===== config.mk =====
export PLATFORM = sky130hd
export DESIGN_NAME = spi_slave_fsm
export DESIGN_NICKNAME = d
export VERILOG_FILES = /design/src/rtl/spi_slave_fsm.sv
export SDC_FILE = /design/constraint.sdc
export NUM_CORES = 1
export LEC_CHECK = 0
export BUFFER_PORTS_ARGS = -buffer_cell sky130_fd_sc_hd__buf_2
export CAP_MARGIN = 25
export CORE_UTILIZATION = 55
export DETAILED_ROUTE_END_ITERATION = 6
export PLACE_DENSITY = 0.75
export RECOVER_POWER = 100
export SYNTH_ARGS = -nofsm -noshare
export SYNTH_HDL_FRONTEND = slang
export SYNTH_SLANG_ARGS = --single-unit
export TNS_END_PERCENT = 10

===== constraint.sdc =====
create_clock -name clk -period 4.16 [get_ports clk]
set_clock_uncertainty 0.05 [all_clocks]
set_input_delay 0.208 -clock clk [delete_from_list [all_inputs] [get_ports clk]]
set_output_delay 0.208 -clock clk [all_outputs]
set_load 0.02 [all_outputs]

===== src/rtl/spi_slave_fsm.sv =====
// SPI slave serial front end: deserialises 10-bit command frames for the RAM and
// shifts RAM read data out on MISO. Define SPI_CMD_CHECK_EN to enable opcode checking.
module spi_slave_fsm #(
  parameter int ADDR_SIZE  = 8,
  parameter int MEM_WIDTH  = 8,
  parameter int TX_TIMEOUT = 4
) (
  input  logic                 clk,
  input  logic                 rst,
  input  logic                 SS_n,
  input  logic                 MOSI,
  output logic                 MISO,
  output logic [ADDR_SIZE+1:0] rx_data,
  output logic                 rx_valid,
  input  logic [MEM_WIDTH-1:0] tx_data,
  input  logic                 tx_valid,
  output logic                 err
);

  localparam int FRAME_BITS = ADDR_SIZE + 2;
  localparam int CNT_W      = $clog2(FRAME_BITS + 1);
  localparam int WAIT_W     = $clog2(TX_TIMEOUT + 1);
  localparam int BIT_W      = $clog2(MEM_WIDTH + 1);

  typedef enum logic [2:0] {
    IDLE,
    CHK_CMD,
    WRITE,
    READ_ADD,
    READ_DATA
  } state_t;

  // Sub-phases of READ_DATA once the command frame has been accepted.
  typedef enum logic [1:0] {
    TX_OFF,
    TX_WAIT,
    TX_SHIFT,
    TX_DONE
  } tx_phase_t;

  state_t                  state, next_state;
  tx_phase_t               tx_phase;
  logic [CNT_W-1:0]        count;
  logic [FRAME_BITS-2:0]   shift_reg;
  logic [FRAME_BITS-1:0]   frame_word;
  logic                    rd_addr_seen;
  logic [WAIT_W-1:0]       wait_cnt;
  logic [BIT_W-1:0]        bit_cnt;
  logic [MEM_WIDTH-1:0]    tx_shift;

  logic in_rx;
  logic sample_bit;
  logic last_bit;
  logic abort;
  logic cmd_ok;
  logic frame_ok;

  assign frame_word = {shift_reg, MOSI};

  // State register
  always_ff @(posedge clk) begin
    // NOTE: sequential blocks use non-blocking (<=) so every flop sees pre-edge values.
    if (rst) state <= IDLE;
    else     state <= next_state;
  end

  // Next-state logic
  always_comb begin
    // NOTE: default assignment first so no path through the case infers a latch.
    next_state = state;
    unique case (state)
      IDLE: begin
        if (!SS_n) next_state = CHK_CMD;
      end
      CHK_CMD: begin
        if (SS_n)              next_state = IDLE;
        else if (!MOSI)        next_state = WRITE;
        else if (rd_addr_seen) next_state = READ_DATA;
        else                   next_state = READ_ADD;
      end
      WRITE, READ_ADD, READ_DATA: begin
        if (SS_n) next_state = IDLE;
      end
      default: next_state = IDLE;
    endcase
  end

  // Control decode
  always_comb begin
    in_rx      = (state == WRITE) || (state == READ_ADD) || (state == READ_DATA);
    abort      = SS_n && (state != IDLE);
    sample_bit = !SS_n &&
                 ((state == CHK_CMD) || (in_rx && (count < CNT_W'(FRAME_BITS))));
    last_bit   = sample_bit && in_rx && (count == CNT_W'(FRAME_BITS - 1));
  end

`ifdef SPI_CMD_CHECK_EN
  logic partial_abort;

  always_comb begin
    cmd_ok = 1'b1;
    unique case (state)
      WRITE:     cmd_ok = !frame_word[FRAME_BITS-1];
      READ_ADD:  cmd_ok = (frame_word[FRAME_BITS-1 -: 2] == 2'b10);
      READ_DATA: cmd_ok = (frame_word[FRAME_BITS-1 -: 2] == 2'b11);
      default:   cmd_ok = 1'b1;
    endcase
  end

  // Only frames with at least one bit received count as partial.
  assign partial_abort = abort && in_rx && (count < CNT_W'(FRAME_BITS));
`else
  assign cmd_ok = 1'b1;
`endif

  assign frame_ok = last_bit && cmd_ok;

  // Datapath: receive shifter, command output, transmit sequencing
  always_ff @(posedge clk) begin
    if (rst) begin
      count        <= '0;
      shift_reg    <= '0;
      rx_data      <= '0;
      rx_valid     <= 1'b0;
      err          <= 1'b0;
      MISO         <= 1'b0;
      rd_addr_seen <= 1'b0;
      tx_phase     <= TX_OFF;
      wait_cnt     <= '0;
      bit_cnt      <= '0;
      tx_shift     <= '0;
    end else begin
      rx_valid <= 1'b0;
      err      <= 1'b0;

      if (sample_bit) begin
        shift_reg <= frame_word[FRAME_BITS-2:0];
        count     <= count + 1'b1;
      end

      if (frame_ok) begin
        rx_data  <= frame_word;
        rx_valid <= 1'b1;
        if (state == READ_ADD) rd_addr_seen <= 1'b1;
        if (state == READ_DATA) begin
          tx_phase <= TX_WAIT;
          wait_cnt <= '0;
        end
      end

`ifdef SPI_CMD_CHECK_EN
      if ((last_bit && !cmd_ok) || partial_abort) err <= 1'b1;
`endif

      if ((state == READ_DATA) && !SS_n) begin
        unique case (tx_phase)
          TX_WAIT: begin
            if (tx_valid) begin
              tx_shift <= tx_data;
              bit_cnt  <= '0;
              tx_phase <= TX_SHIFT;
            end else if (wait_cnt == WAIT_W'(TX_TIMEOUT - 1)) begin
              tx_phase     <= TX_DONE;
              rd_addr_seen <= 1'b0;
            end else begin
              wait_cnt <= wait_cnt + 1'b1;
            end
          end
          TX_SHIFT: begin
            if (bit_cnt == BIT_W'(MEM_WIDTH)) begin
              MISO         <= 1'b0;
              tx_phase     <= TX_DONE;
              rd_addr_seen <= 1'b0;
            end else begin
              MISO     <= tx_shift[MEM_WIDTH-1];
              tx_shift <= {tx_shift[MEM_WIDTH-2:0], 1'b0};
              bit_cnt  <= bit_cnt + 1'b1;
            end
          end
          default: ;
        endcase
      end

      if (abort || (state == IDLE)) begin
        count    <= '0;
        tx_phase <= TX_OFF;
        MISO     <= 1'b0;
      end

      // A read-data command that was accepted consumes the stored address even if cut short.
      if (abort && (state == READ_DATA) && (tx_phase != TX_OFF)) rd_addr_seen <= 1'b0;
    end
  end

endmodule


Yosys cells after proc, flatten, opt, wreduce, memory -nomap -nowiden:

Cells that the tools add are included.

* flip-flop bits (word level): 46
* input port bits: 13
* output and inout port bits: 13
* logic and storage cells: 85

* $add $sub $neg: 3
* magnitude comparators: 1
* equal/unequal tests: 13
* multiplexer cells: 34
* reduce and logical (&&, ||, !) cells: 23

Operators by type and width (number)
* $mux W3: 11
* $mux W8: 2
* $pmux W8 S2: 1
* $mux W2: 6
* $eq A3 B2 Y1 const B: 3
* $pmux W3 S3: 1
* $add A4 B1 Y4 const B: 2
* $eq A4 B4 Y1 const B: 2
* $logic_and A1 B1 Y1: 8
* $mux W1: 8
* $mux W4: 2
* $ne A2 B2 Y1 const B: 4
* $pmux W4 S2: 1
* $logic_or A1 B1 Y1: 4
* $lt A4 B4 Y1 const B: 1
* $pmux W2 S2: 1
* $reduce_and A2 Y1: 2
* $reduce_and A4 Y1: 1
* $reduce_bool A2 Y1: 2
* $reduce_or A2 Y1: 2
* $add A3 B1 Y3 const B: 1
* $eq A3 B1 Y1 const B: 1
* $eq A3 B3 Y1 const B: 1
* $logic_not A3 Y1: 1
* 6 further kinds: 6

Longest topological paths before layout:

* word-level depth: 13
* mapped depth: 7
* depth with buffers taken out: 6

Worst setup path before layout:

Ideal clock, no wire load.

* path type: register to register
* start: register state[0]
* end: register tx_shift[0]
* setup time: 0.128 ns
* arrival: 1.537 ns
* required time: 3.982 ns
* setup slack: 2.446 ns
* cell stages (with the launch flop): 7
* path buffers: 2
* period minus slack after synthesis: 1.714 ns
* cell sequence: dfxtp_1 -> buf_6 -> nor4b_4 -> o2111a_2 -> buf_8 -> mux2i_1 -> nor2_1

* cells in the longest elaborated chain, start to end: 3

Ends and longest elaborated chain
* start: declaration: line 41 `state_t state, next_state;`
* start signal: assignment: line 64 `else state <= next_state;`
* $eq A3 B3 Y1: line 155 `if ((state == READ_DATA) && !SS_n) begin`
* $logic_and A1 B1 Y1: line 155
* $reduce_and A4 Y1 (no source line)
* end signal: assignment: line 159 `tx_shift <= tx_data;`
* end signal: assignment: line 176 `tx_shift <= {tx_shift[MEM_WIDTH-2:0], 1'b0};`
* end: declaration: line 49 `logic [MEM_WIDTH-1:0] tx_shift;`

No other way between the ends.
A chain may end at the register's enable or synchronous reset.

Worst setup path after layout:

* start: register tx_phase[0]
* end: register tx_shift[0]

* cells in the longest elaborated chain, start to end: 3
* elaborated cells between the ends (all ways): 7
* classes of those cells: 4 x eq/ne; 1 x mux; 2 x reduce/logical

Ends and longest elaborated chain
* start: declaration: line 42 `tx_phase_t tx_phase;`
* start signal: assignment: line 128 `tx_phase <= TX_OFF;`
* start signal: assignment: line 146 `tx_phase <= TX_WAIT;`
* start signal: assignment: line 161 `tx_phase <= TX_SHIFT;`
* $eq A2 B2 Y1 or $eq A2 B1 Y1 (tied branches): line 156 `unique case (tx_phase)`
* $ne A2 B2 Y1 (no source line) or $reduce_bool A2 Y1 (tied branches)
* $reduce_and A4 Y1 (no source line)

Several ways; a longest one is shown, not always the timed one.

==> impl_metrics.tcl <==
set metrics [dict create \
    wl_um 4000 \
    power.total_mw 0.755 \
    yosys_most_used_dff "dfxtp_1" \
    yosysTopAreaCell "dfxtp_1" \
    rows 23 \
    fin_cells 305 \
    syn_area_sq_um 2330 \
    cts_resized 0 \
    n_antenna_cell 0 \
    syn-num-nets 257 \
    end_kind "flop" \
    dpl.cell_count 297 \
    tns_ns 0 \
    hold_class "in2reg" \
    drtIter0Drc 79 \
    worstPathRequired_ns 4.25 \
    grt_pass1_wl_um 6530 \
    ant_nets 0 \
    synth_adder_area_share 0.0429 \
    synth_compound_area_frac 0.134 \
    synth.most_common_cell "dfxtp_1" \
    cts_made_buffers 5 \
    port_buffers 24 \
    netlist_instances 236 \
    yosys.area.top_type_share 0.395 \
    routed_via_density 5.53 \
    power_leakage_nw 0.821 \
    final_util 0.605 \
    synthXorXnorAreaFrac 0 \
    fp.dieArea_sq_um 4510 \
    ys_async_sr_fraction 0 \
    synthMuxAreaShare 0.124 \
    cp_max_fo 21 \
    clock-root-buffer "clkbuf_8" \
    cts_buffer_depth 2 \
    yosys_warnings 0 \
    setup_viol 0 \
    grt_remaining_overflow 0 \
    drv_cap 1 \
    finalHoldViolations 0 \
    io_pins 26 \
    nFillCells 381 \
    fmax_mhz 371 \
    clk_pin_slew_worst_paths_ns 0.09 \
    power_density_nw_per_um2 310 \
    dr.pass1.iters 4 \
    finalMaxSlewViolations 40 \
    largest_reg_flops 10 \
    clkLatencyLatePin_ns 0.30 \
    grt_max_degree 40 \
    rsz0062_at_grt "no" \
    gp_congestion 0.733 \
    cts.htree.levels 2 \
    start_kind "flop" \
    path_class "reg2reg" \
    clock-sinks 46 \
    yosysSeqAreaShare 0.395 \
    nets 275 \
    ys_ff_latch 46 \
    yosys.cell_types.count 54 \
    core_sq_um 4030 \
    die_x_um 67.1 \
    antenna_found_initial 0 \
    drive_gt1_frac 0.141 \
    cts_tree "done" \
    grt.total_usage 0.194 \
    start_util 0.579 \
    finalCriticalPeriod_ns 2.70 \
    synthSimpleGateAreaFrac 0.245 \
    hold_buffers 0 \
    via_count 1688 \
    synth_enable_flop_cells 0 \
    hpwl_um 2720 \
    area_growth_syn_to_layout_pct 4.50 \
    grt_pass1_vias 1425 \
    violations "capacitance limit, slew limit" \
    min_period_over_period 0.648 \
    tightest_slew_ns 1.51 \
    yosys-top-cells-count "dfxtp_1 (46), mux2i_1 (29), nand2b_1 (16), nor2_1 (15), nand2_1 (10)" \
    remaining_drc_errors 0 \
    relSlewSlack -0.00809 \
    synth_top_family_by_area "simple AND/OR/NAND/NOR gates" \
    syn_area_per_cell_sq_um 9.89 \
    routedWlPerCell_um 13.1 \
    status "complete, but fails checks" \
    cp.arrival_ns 2.79 \
    ir_drop_mv 0.182 \
    synth_area_leaders "dfxtp_1 (39%), mux2i_1 (12%), a211oi_2 (4.3%), ha_1 (4.3%), nand2b_1 (4.3%)" \
    die_height_um 67.1 \
    post_cts_buffers 0 \
]
==> logic make-up after synthesis <==
family                     Yosys count
DFF                                 46
and+or+nand+nor                     92
muxes                               29
other                                1
buffers and inverters               22
AOI/OAI and AO/OA                   38
adders and majority gates            8
==> through the flow <==
stage / setup WS, ns / hold slack [ns] / cell area [sq um]
after floorplan: 2.45 / 0.305 / 2330
final: 1.46 / 0.160 / 2440
after global routing: 1.27 / 0.172 / 2440
after CTS: 1.74 / 0.150 / 2510
after global placement: 1.80 / 0.387 / 2410
after detailed placement: 1.76 / 0.400 / 2420
==> worst max-delay path: stages, from the launching register on <==
cell	delay (ns)
dfxtp_1	0.34
inv_1	0.09
ha_1	0.78
o2111a_1	0.95
mux2i_1	0.26
nor2_1	0.06
==> final cells by class <==
class	count	area, sq um	area share
clock buffer	5	68.8	0.0282
clock inverter	3	21.3	0.00872
inverter	8	30.0	0.0123
multi-input combinational	168	1230	0.503
sequential	46	921	0.378
tap	50	62.6	0.0257
timing repair buffer	25	108	0.0441
==> layout by cell type (no fill, tap or decap), drive strengths merged, types with 8 or more instances in the layout <==
cell and count:
clkbuf 19, buf 11, nand2 12, dfxtp 46, ha 8, nor2 22
mux2i 29, a21oi 10, a211oi 10, inv 8, nand2b 16
==> report_power, final <==
group          switching, mW  total [mW]  internal [mW]
Combinational         0.0196      0.0326         0.0130
Sequential           0.00305       0.445          0.441
Clock                  0.160       0.278          0.118
==> path summary, 6_finish.rpt <==
check	from	to	slack (ns)	cells after the start
setup / recovery	tx_phase[0]	tx_shift[0]	1.46	5
hold / removal	MOSI	shift_reg[0]	0.16	3
setup reg to reg	tx_phase[0]	tx_shift[0]	1.46	5
hold reg to reg	MISO	MISO	0.41	2
==> routing by layer <==
metal / up-vias / track usage / wire length (um)
li1: 873 / - / -
met5: - / 0 / 0
met3: 7 / 0.0574 / 141
met1: 786 / 0.260 / 2050
met4: 0 / 0.0878 / 70
met2: 22 / 0.284 / 1730
(Power assumes the default switching activity.)
